`config.mk`:
```
export PLATFORM = sky130hd
export DESIGN_NAME = vga_timing_gen_flat
export DESIGN_NICKNAME = d
export VERILOG_FILES = /design/src/rtl/vga_timing_gen_pkg.sv /design/src/rtl/vga_timing_gen_if.sv /design/src/rtl/vga_timing_gen_sync_delay_line.sv /design/src/rtl/vga_timing_gen.sv /design/src/flat_wrapper.sv
export SDC_FILE = /design/constraint.sdc
export NUM_CORES = 1
export LEC_CHECK = 0
export CAP_MARGIN = 20
export CORE_AREA = 3 3 63 65
export DETAILED_ROUTE_END_ITERATION = 16
export DIE_AREA = 0 0 66 68
export PLACE_DENSITY = 0.82
export SLEW_MARGIN = 20
export SYNTH_ARGS = -nofsm -noshare
export SYNTH_HDL_FRONTEND = slang
export SYNTH_SLANG_ARGS = --single-unit
```
`constraint.sdc`:
```
create_clock -name clk -period 5.9 [get_ports clk]
set_input_delay 1.18 -clock clk [delete_from_list [all_inputs] [get_ports clk]]
set_output_delay 1.18 -clock clk [all_outputs]
set_load 0.1 [all_outputs]
```
`src/rtl/vga_timing_gen_pkg.sv`:
```
// ---------------------------------------------------------------------------
// vga_timing_pkg
// Shared constants for the 800x600@72 raster generator: visible area,
// porches, sync widths, totals, default sync polarity, the colour-bar
// palette used by the optional test pattern (VGA_TEST_PATTERN_EN), and
// small helpers for bar selection.
// ---------------------------------------------------------------------------
package vga_timing_pkg;

  localparam int unsigned CNT_W         = 12;

  localparam int unsigned DISP_COLS_DEF = 800;
  localparam int unsigned H_FP_DEF      = 56;
  localparam int unsigned H_SYNC_DEF    = 120;
  localparam int unsigned H_BP_DEF      = 64;
  localparam int unsigned H_TOTAL_DEF   = DISP_COLS_DEF + H_FP_DEF + H_SYNC_DEF + H_BP_DEF;

  localparam int unsigned DISP_ROWS_DEF = 600;
  localparam int unsigned V_FP_DEF      = 37;
  localparam int unsigned V_SYNC_DEF    = 6;
  localparam int unsigned V_BP_DEF      = 23;
  localparam int unsigned V_TOTAL_DEF   = DISP_ROWS_DEF + V_FP_DEF + V_SYNC_DEF + V_BP_DEF;

  localparam logic        SYNC_POL_DEF  = 1'b1;

  localparam int unsigned NUM_BARS      = 8;

  // Raw per-pixel timing flags; vis is the MSB of the packed form.
  typedef struct packed {
    logic vis;
    logic hs;
    logic vs;
  } sync_bits_t;

  // Colour-bar palette, left to right.
  function automatic logic [7:0] bar_color(input logic [2:0] idx);
    logic [7:0] c;
    case (idx)
      3'd0:    c = 8'hFF;
      3'd1:    c = 8'hE0;
      3'd2:    c = 8'hFC;
      3'd3:    c = 8'h1C;
      3'd4:    c = 8'h1F;
      3'd5:    c = 8'h03;
      3'd6:    c = 8'hE3;
      default: c = 8'h00;
    endcase
    return c;
  endfunction

  // Bar index of a column using compares against bar boundaries (no divider).
  // Columns past the last boundary saturate at the last bar; they are blanked anyway.
  function automatic logic [2:0] bar_index(input logic [CNT_W-1:0] col,
                                           input int unsigned      bar_w);
    logic [2:0] idx;
    idx = '0;
    for (int unsigned i = 1; i < NUM_BARS; i++) begin
      if (32'(col) >= i * bar_w) idx = i[2:0];
    end
    return idx;
  endfunction

endpackage

```
`src/rtl/vga_timing_gen_if.sv`:
```
// ---------------------------------------------------------------------------
// vga_timing_gen_if
// Bundle between the timing generator and the draw stage / DAC pins.
//   col_counter, row_counter : raster position (to draw stage)
//   rgb_in                   : pixel from draw stage
//   test_pattern             : colour-bar select (used only with VGA_TEST_PATTERN_EN)
//   rgb, hsync, vsync        : to DAC pins
//   video_on, frame_tick     : visible-area flag, once-per-frame pulse
// master = the timing generator, slave = the draw stage / consumer side.
// ---------------------------------------------------------------------------
interface vga_timing_gen_if;
  logic [11:0] col_counter;
  logic [11:0] row_counter;
  logic [7:0]  rgb_in;
  logic        test_pattern;
  logic [7:0]  rgb;
  logic        hsync;
  logic        vsync;
  logic        video_on;
  logic        frame_tick;

  modport master (
    output col_counter, row_counter, rgb, hsync, vsync, video_on, frame_tick,
    input  rgb_in, test_pattern
  );

  modport slave (
    input  col_counter, row_counter, rgb, hsync, vsync, video_on, frame_tick,
    output rgb_in, test_pattern
  );
endinterface

```
`src/rtl/vga_timing_gen_sync_delay_line.sv`:
```
// ---------------------------------------------------------------------------
// sync_delay_line
// DEPTH-stage (0..4) shift register of WIDTH bits with an asynchronous
// active-low reset to a caller-supplied value. DEPTH=0 is a plain wire.
//   clk, rst_n  : clock, async active-low reset
//   rst_val_i   : value loaded into every stage while in reset
//   din_i       : input word
//   dout_o      : input word delayed by DEPTH clocks
// ---------------------------------------------------------------------------
module sync_delay_line #(
  parameter int unsigned DEPTH = 1,
  parameter int unsigned WIDTH = 3
) (
  input  logic             clk,
  input  logic             rst_n,
  input  logic [WIDTH-1:0] rst_val_i,
  input  logic [WIDTH-1:0] din_i,
  output logic [WIDTH-1:0] dout_o
);

  if (DEPTH == 0) begin : g_bypass
    assign dout_o = din_i;
  end else begin : g_pipe
    logic [WIDTH-1:0] stage_q [DEPTH];

    always_ff @(posedge clk or negedge rst_n) begin
      if (!rst_n) begin
        for (int unsigned i = 0; i < DEPTH; i++) stage_q[i] <= rst_val_i;
      end else begin
        stage_q[0] <= din_i;
        for (int unsigned i = 1; i < DEPTH; i++) stage_q[i] <= stage_q[i-1];
      end
    end

    assign dout_o = stage_q[DEPTH-1];
  end

endmodule

```
`src/rtl/vga_timing_gen.sv`:
```
// ---------------------------------------------------------------------------
// vga_timing_gen
// Raster timing for the display: free-running column/row counters, sync and
// blanking decode, a per-frame tick, and the final blanked pixel register.
// Optional feature macro: VGA_TEST_PATTERN_EN (colour bars on test_pattern).
//   clk    : pixel clock
//   rst_n  : asynchronous active-low reset
//   vga    : vga_timing_gen_if.master (counters out, rgb_in in, sync/rgb out)
// Sync/video_on appear PIPE_DELAY+1 clocks after the counter value that
// produced them; rgb is registered one clock after rgb_in.
// ---------------------------------------------------------------------------
module vga_timing_gen
  import vga_timing_pkg::*;
#(
  parameter int unsigned DISP_COLS  = DISP_COLS_DEF,
  parameter int unsigned DISP_ROWS  = DISP_ROWS_DEF,
  parameter int unsigned H_FP       = H_FP_DEF,
  parameter int unsigned H_SYNC     = H_SYNC_DEF,
  parameter int unsigned H_BP       = H_BP_DEF,
  parameter int unsigned V_FP       = V_FP_DEF,
  parameter int unsigned V_SYNC     = V_SYNC_DEF,
  parameter int unsigned V_BP       = V_BP_DEF,
  parameter logic        SYNC_POL   = SYNC_POL_DEF,
  parameter int unsigned PIPE_DELAY = 1
) (
  input  logic             clk,
  input  logic             rst_n,
  vga_timing_gen_if.master vga
);

  localparam int unsigned H_TOTAL = DISP_COLS + H_FP + H_SYNC + H_BP;
  localparam int unsigned V_TOTAL = DISP_ROWS + V_FP + V_SYNC + V_BP;

  localparam logic [CNT_W-1:0] LAST_COL = CNT_W'(H_TOTAL - 1);
  localparam logic [CNT_W-1:0] LAST_ROW = CNT_W'(V_TOTAL - 1);
  localparam logic [CNT_W-1:0] VIS_COLS = CNT_W'(DISP_COLS);
  localparam logic [CNT_W-1:0] VIS_ROWS = CNT_W'(DISP_ROWS);
  localparam logic [CNT_W-1:0] HS_START = CNT_W'(DISP_COLS + H_FP);
  localparam logic [CNT_W-1:0] HS_END   = CNT_W'(DISP_COLS + H_FP + H_SYNC - 1);
  localparam logic [CNT_W-1:0] VS_START = CNT_W'(DISP_ROWS + V_FP);
  localparam logic [CNT_W-1:0] VS_END   = CNT_W'(DISP_ROWS + V_FP + V_SYNC - 1);

  // ---------------- raster counters ----------------
  logic [CNT_W-1:0] col_q, col_d;
  logic [CNT_W-1:0] row_q, row_d;

  always_comb begin
    col_d = col_q + 1'b1;
    row_d = row_q;
    if (col_q == LAST_COL) begin
      col_d = '0;
      row_d = (row_q == LAST_ROW) ? '0 : row_q + 1'b1;
    end
  end

  always_ff @(posedge clk or negedge rst_n) begin
    if (!rst_n) begin
      col_q <= '0;
      row_q <= '0;
    end else begin
      col_q <= col_d;
      row_q <= row_d;
    end
  end

  // ---------------- raw decode ----------------
  sync_bits_t raw;

  always_comb begin
    raw.vis = (col_q < VIS_COLS) && (row_q < VIS_ROWS);
    raw.hs  = ((col_q >= HS_START) && (col_q <= HS_END)) ? SYNC_POL : ~SYNC_POL;
    raw.vs  = ((row_q >= VS_START) && (row_q <= VS_END)) ? SYNC_POL : ~SYNC_POL;
  end

  localparam sync_bits_t SYNC_RST = '{vis: 1'b0, hs: ~SYNC_POL, vs: ~SYNC_POL};

  // ---------------- delay line + pixel source ----------------
  sync_bits_t dly;
  logic [7:0] pix;

`ifdef VGA_TEST_PATTERN_EN
  // The bar index rides the same delay line as the sync flags so the bars
  // line up with the delayed visible area.
  localparam int unsigned DL_W = 6;

  logic [2:0]      bar_raw;
  logic [2:0]      bar_dly;
  logic [DL_W-1:0] dl_out;

  assign bar_raw = bar_index(col_q, DISP_COLS / NUM_BARS);

  sync_delay_line #(
    .DEPTH (PIPE_DELAY),
    .WIDTH (DL_W)
  ) u_sync_delay_line (
    .clk       (clk),
    .rst_n     (rst_n),
    .rst_val_i ({3'b000, SYNC_RST}),
    .din_i     ({bar_raw, raw}),
    .dout_o    (dl_out)
  );

  assign bar_dly = dl_out[5:3];
  assign dly     = dl_out[2:0];
  assign pix     = vga.test_pattern ? bar_color(bar_dly) : vga.rgb_in;
`else
  localparam int unsigned DL_W = 3;

  logic [DL_W-1:0] dl_out;

  sync_delay_line #(
    .DEPTH (PIPE_DELAY),
    .WIDTH (DL_W)
  ) u_sync_delay_line (
    .clk       (clk),
    .rst_n     (rst_n),
    .rst_val_i (SYNC_RST),
    .din_i     (raw),
    .dout_o    (dl_out)
  );

  assign dly = dl_out;
  assign pix = vga.rgb_in;
`endif

  // ---------------- output registers ----------------
  logic [7:0] rgb_q, rgb_d;
  logic       hs_q, vs_q, von_q, tick_q, tick_d;

  always_comb begin
    rgb_d  = dly.vis ? pix : '0;
    // Tick is taken straight from the counters, not through the delay line.
    tick_d = (col_q == '0) && (row_q == VIS_ROWS);
  end

  always_ff @(posedge clk or negedge rst_n) begin
    if (!rst_n) begin
      rgb_q  <= '0;
      hs_q   <= ~SYNC_POL;
      vs_q   <= ~SYNC_POL;
      von_q  <= 1'b0;
      tick_q <= 1'b0;
    end else begin
      rgb_q  <= rgb_d;
      hs_q   <= dly.hs;
      vs_q   <= dly.vs;
      von_q  <= dly.vis;
      tick_q <= tick_d;
    end
  end

  assign vga.col_counter = col_q;
  assign vga.row_counter = row_q;
  assign vga.rgb         = rgb_q;
  assign vga.hsync       = hs_q;
  assign vga.vsync       = vs_q;
  assign vga.video_on    = von_q;
  assign vga.frame_tick  = tick_q;

endmodule

```
`src/flat_wrapper.sv`:
```
// flat-port wrapper written by rule: the top's interface ports become plain ports
module vga_timing_gen_flat import vga_timing_pkg::*;
#(
  parameter int unsigned DISP_COLS  = DISP_COLS_DEF,
  parameter int unsigned DISP_ROWS  = DISP_ROWS_DEF,
  parameter int unsigned H_FP       = H_FP_DEF,
  parameter int unsigned H_SYNC     = H_SYNC_DEF,
  parameter int unsigned H_BP       = H_BP_DEF,
  parameter int unsigned V_FP       = V_FP_DEF,
  parameter int unsigned V_SYNC     = V_SYNC_DEF,
  parameter int unsigned V_BP       = V_BP_DEF,
  parameter logic        SYNC_POL   = SYNC_POL_DEF,
  parameter int unsigned PIPE_DELAY = 1
)
  (clk, rst_n, vga_col_counter, vga_row_counter, vga_rgb, vga_hsync, vga_vsync, vga_video_on, vga_frame_tick, vga_rgb_in, vga_test_pattern);
  vga_timing_gen_if vga_i ();
  input  logic clk;
  input  logic rst_n;
  output wire logic [$bits(vga_i.col_counter)-1:0] vga_col_counter;
  output wire logic [$bits(vga_i.row_counter)-1:0] vga_row_counter;
  output wire logic [$bits(vga_i.rgb)-1:0] vga_rgb;
  output wire logic [$bits(vga_i.hsync)-1:0] vga_hsync;
  output wire logic [$bits(vga_i.vsync)-1:0] vga_vsync;
  output wire logic [$bits(vga_i.video_on)-1:0] vga_video_on;
  output wire logic [$bits(vga_i.frame_tick)-1:0] vga_frame_tick;
  input wire logic [$bits(vga_i.rgb_in)-1:0] vga_rgb_in;
  input wire logic [$bits(vga_i.test_pattern)-1:0] vga_test_pattern;
  assign vga_col_counter = vga_i.col_counter;
  assign vga_row_counter = vga_i.row_counter;
  assign vga_rgb = vga_i.rgb;
  assign vga_hsync = vga_i.hsync;
  assign vga_vsync = vga_i.vsync;
  assign vga_video_on = vga_i.video_on;
  assign vga_frame_tick = vga_i.frame_tick;
  assign vga_i.rgb_in = vga_rgb_in;
  assign vga_i.test_pattern = vga_test_pattern;
  vga_timing_gen #(.DISP_COLS(DISP_COLS), .DISP_ROWS(DISP_ROWS), .H_FP(H_FP), .H_SYNC(H_SYNC), .H_BP(H_BP), .V_FP(V_FP), .V_SYNC(V_SYNC), .V_BP(V_BP), .SYNC_POL(SYNC_POL), .PIPE_DELAY(PIPE_DELAY)) u_core (.clk(clk), .rst_n(rst_n), .vga(vga_i));
endmodule
```
* Yosys cells after proc, flatten, opt, wreduce, memory -nomap -nowiden *
Cells that the tools add are included.

word-level totals
  register bits = 39
  input port bits = 11
  output and inout bits = 36
  logic and storage cells = 29

operators by class
  add/subtract/negate cells = 2
  $lt $le $gt $ge = 6
  equality and inequality tests = 3
  multiplexer cells = 5
  reduce and logical (&&, ||, !) cells = 5

operators by type and width
  kind                                                                 number
  adder 12 x 1 -> 12 bit, second input constant                        2
  == test 12 x 10 -> 1 bit, second input constant                      2
  greater-or-equal comparator 12 x 10 -> 1 bit, second input constant  2
  <= comparator 12 x 10 -> 1 bit, second input constant                2
  < comparator 12 x 10 -> 1 bit, second input constant                 2
  2-to-1 mux 12 bit                                                    2
  == test 12 x 11 -> 1 bit, second input constant                      1
  logical NOT 12 bit                                                   1
  2-to-1 mux 8 bit                                                     1
  logical AND 1 bit                                                    4
  2-to-1 mux 1 bit                                                     2

* Depth between registers and ports, before layout *
  depth in word-level cells = 3
  gate-level depth with buffers = 6
  mapped depth without buffers = 6

* Worst setup path before layout *
Ideal clock, no wire load.

  kind = register -> register
  start = register u_core.col_q[0], in the netlist u_core.vga.col_counter[0]
  end = register u_core.row_q[8], in the netlist u_core.vga.row_counter[8]
  arrival = 2.459 ns
  data required time = 5.737 ns
  setup slack = 3.277 ns
  cell stages (with the launch flop) = 7
  path buffers = 1
  cell sequence = dfrtp_1 > ha_1 > nand3_1 > or4_4 > buf_6 > nor4_4 > xor2_1

between the ends
  cells in the longest elaborated chain, start to end = 1

RTL lines
  item                      RTL line              source
  from (decl)               vga_timing_gen.sv:44  logic [CNT_W-1:0] col_q, col_d;
  from (signal assigned)    vga_timing_gen.sv:61  col_q <= col_d;
  == test 12 x 11 -> 1 bit  vga_timing_gen.sv:50  if (col_q == LAST_COL) begin
  to (signal assigned)      vga_timing_gen.sv:62  row_q <= row_d;
  to (decl)                 vga_timing_gen.sv:45  logic [CNT_W-1:0] row_q, row_d;

No other way between the ends.
A chain may end at the register's enable or synchronous reset.

* Worst setup path in the final report *
  start = register u_core.row_q[7], in the netlist u_core.vga.row_counter[7]
  end = output vga_row_counter[7]

RTL lines
  item       RTL line            source
  to (decl)  flat_wrapper.sv:20  output wire logic [$bits(vga_i.row_counter)-1:0] vga_row_counter;

No word-level cell between the ends.

==> flow_summary.toml <==
[status]
status = "finished, final reports clean"

[detailed_routing]
vias = 1385
vias_per_cell = 5.368
wirelength_um = 3699
drt_iter0_drc = 74
dr.pass1.iters = 4
detail-route-antenna-nets = 0
drc = 0
wl_per_cell_um = 14.34

[clocking]
clkSlewWorstSetupHoldPaths_ns = 0.11
cts_buffer_depth = 2
clock_sinks = 39
post_cts_buffers = 0
htreeDepth = 2
clock-root-buffer = "clkbuf_4"
numCtsBuffers = 5
cts_tree = "built"
cts.repair.resized = 0
worstSkewPairLatency_ns = 0.34
hold_buffers = 0

[critical_path]
slowest_delay_ns = 1.19
crit_arrival_ns = 2.07
crit_type = "reg -> out"
crit_path_start_kind = "flop"
path_delay_family = "buffers and inverters"
worstPathRequired_ns = 4.72
critPathBufInv = 1
crit_fanout = 10
r2r_cells = 4
crit_path_cell_trace = "clkdlybuf4s50_1"
cp_num_cells = 1
end_kind = "output pin"
critPathSlowestCell = "clkdlybuf4s50_1"

[global_route]
antenna_found_initial = 0
grt_util_all_layers = 0.1874
grt_start_max_net_pins = 40
grt-ovfl-total = 0
grt_pass1_vias = 1362
grt_first_pass_wirelength_um = 6292

[floorplanning]
fp.dieArea_um2 = 4488
io_pins = 47
num_rows = 21
fp.dieH_um = 68
die_x_um = 66
core_area_um2 = 3390
initial_core_util = 0.5319

[synth]
async_flop_share = 1.000
ys_types = 41
synth_edf_count = 0
netlist_area_um2 = 1803
synthFlopType = "dfrtp_1"
postSynthAreaPerCell_um2 = 11.06
ys_seq_area_frac = 0.5413
ys_ff_latch = 39
synthCells = 163
syn_nets = 180
ys_warn_count = 0

[finish]
final_area_um2 = 2360
syn2layout_area_growth_pct = 30.88
multi_input_comb_area_um2 = 769.5
fillers = 258
insertedDiodeCount = 0
drive_gt1_frac = 0.08491
ff_latch_area_um2 = 975.9
nets = 228

[hold_path]
hold_class = "reg -> reg"
holdPathStages = 0

[power]
irDropWorstVdd_uv = 128.3
total_power_mw = 0.4876
pwr_density_cell_nw_per_um2 = 206.6
p_leak_nw = 1.017

[timing]
tns_ns = 0
rsz0062_at_grt = "false"
fin_crit_sh = 0.5502
skew_ns = 0.007584
hold_viol_final = 0
setup_viol = 0
slew_headroom = 0.3314
period_needed_ns = 3.246
worst_slew_pin_slew_ns = 0.9998
fin_ws_ns = 2.654
drv_slew = 0
fmax_mhz = 308.1

[placement]
dpl_cell_area_um2 = 2278
dp_slack_ns = 3.039
gp_congestion = 0.8379
dp_hpwl_um = 2659
port_buffers = 45

[run]
cap_violations = 0
==> routing by layer <==
metal | wire [µm] | up-vias | GRT usage
met5 | 0 | - | 0
met4 | 83 | 0 | 0.07868
met3 | 303 | 8 | 0.06076
met2 | 1698 | 64 | 0.3054
met1 | 1613 | 643 | 0.2306
li1 | - | 670 | -
==> worst paths after layout <==
path / start / end / slack [ns]
setup / recovery: u_core.vga.row_counter[7] / vga_row_counter[7] / 2.65
hold / removal: u_core.u_sync_delay_line.dout_o[1] / u_core.vga.hsync / 0.36
setup reg to reg: u_core.vga.row_counter[8] / u_core.vga.row_counter[7] / 3.72
hold reg to reg: u_core.u_sync_delay_line.dout_o[1] / u_core.vga.hsync / 0.36
max in group asynchronous: rst_n / u_core.vga.col_counter[7] / 4.47
min in group asynchronous: rst_n / u_core.vga.row_counter[6] / 0.91
==> state kept, by name, indices dropped and copies added, names as in the netlist <==
register / count
u_core.vga.row_counter: 12
u_core.vga.rgb: 8
u_core.vga.video_on: 1
u_core.vga.hsync: 1
u_core.vga.frame_tick: 1
u_core.vga.vsync: 1
u_core.vga.col_counter: 12
u_core.u_sync_delay_line.dout_o: 3
==> through the flow <==
stage	hold WS, ns	instances	util
floorplan	0.3312	163	-
global placement	0.3318	250	0.6722
detailed placement	0.3355	250	0.6722
CTS	0.3630	258	0.6962
global route	0.3836	258	0.6962
finish	0.3599	258	0.6962
==> kinds of logic (layout without fill, tap and decap cells) <==
group,Yosys count,count (layout),share of synthesized area
simple gates,72,72,0.2415
flops,39,39,0.5413
compound gates,20,20,0.07079
xor+xnor,15,15,0.07287
buf+inv,11,60,0.03192
fa+ha+maj,6,6,0.04164
==> layout make-up <==
class,instances,share of cell area
sequential,39,0.4136
multi-input combinational,113,0.3261
timing repair buffer,46,0.1919
tap,46,0.02439
clock inverter,3,0.01856
clock buffer,5,0.01591
inverter,6,0.009544
==> Yosys cell counts (all sizes together), types with 2 or more instances <==
cell type	count	area (µm²)
a21oi	5	25.02
a2bb2oi	2	17.52
and2	9	57.56
buf	3	27.52
clkbuf	2	7.510
dfrtp	39	975.9
ha	6	75.07
inv	6	22.52
nand2	11	41.29
nand2b	3	18.77
nand3	6	30.03
nand4	4	25.02
nor2	8	30.03
nor3	7	35.03
nor3b	2	15.01
nor4	8	71.32
o21ai	5	25.02
o31ai	3	22.52
or2	2	12.51
or3	3	23.77
or4	2	18.77
xnor2	8	70.07
xor2	7	61.31
==> report_power, final <==
group / total, mW / internal [mW] / switching [mW]
Combinational: 0.0390 / 0.0107 / 0.0282
Clock: 0.178 / 0.0892 / 0.0889
Sequential: 0.271 / 0.270 / 0.000629
==> layout by cell type (no fill, tap or decap), drive strengths merged, types with 6 or more instances in the layout <==
cell type and count:
xnor2 8, nand3 6, ha 6, nor4 8
xor2 7, nor2 8, nand2 11, dfrtp 39
clkdlybuf4s50 44, inv 6, and2 9, nor3 7
Power figures use the tool's default switching activity.
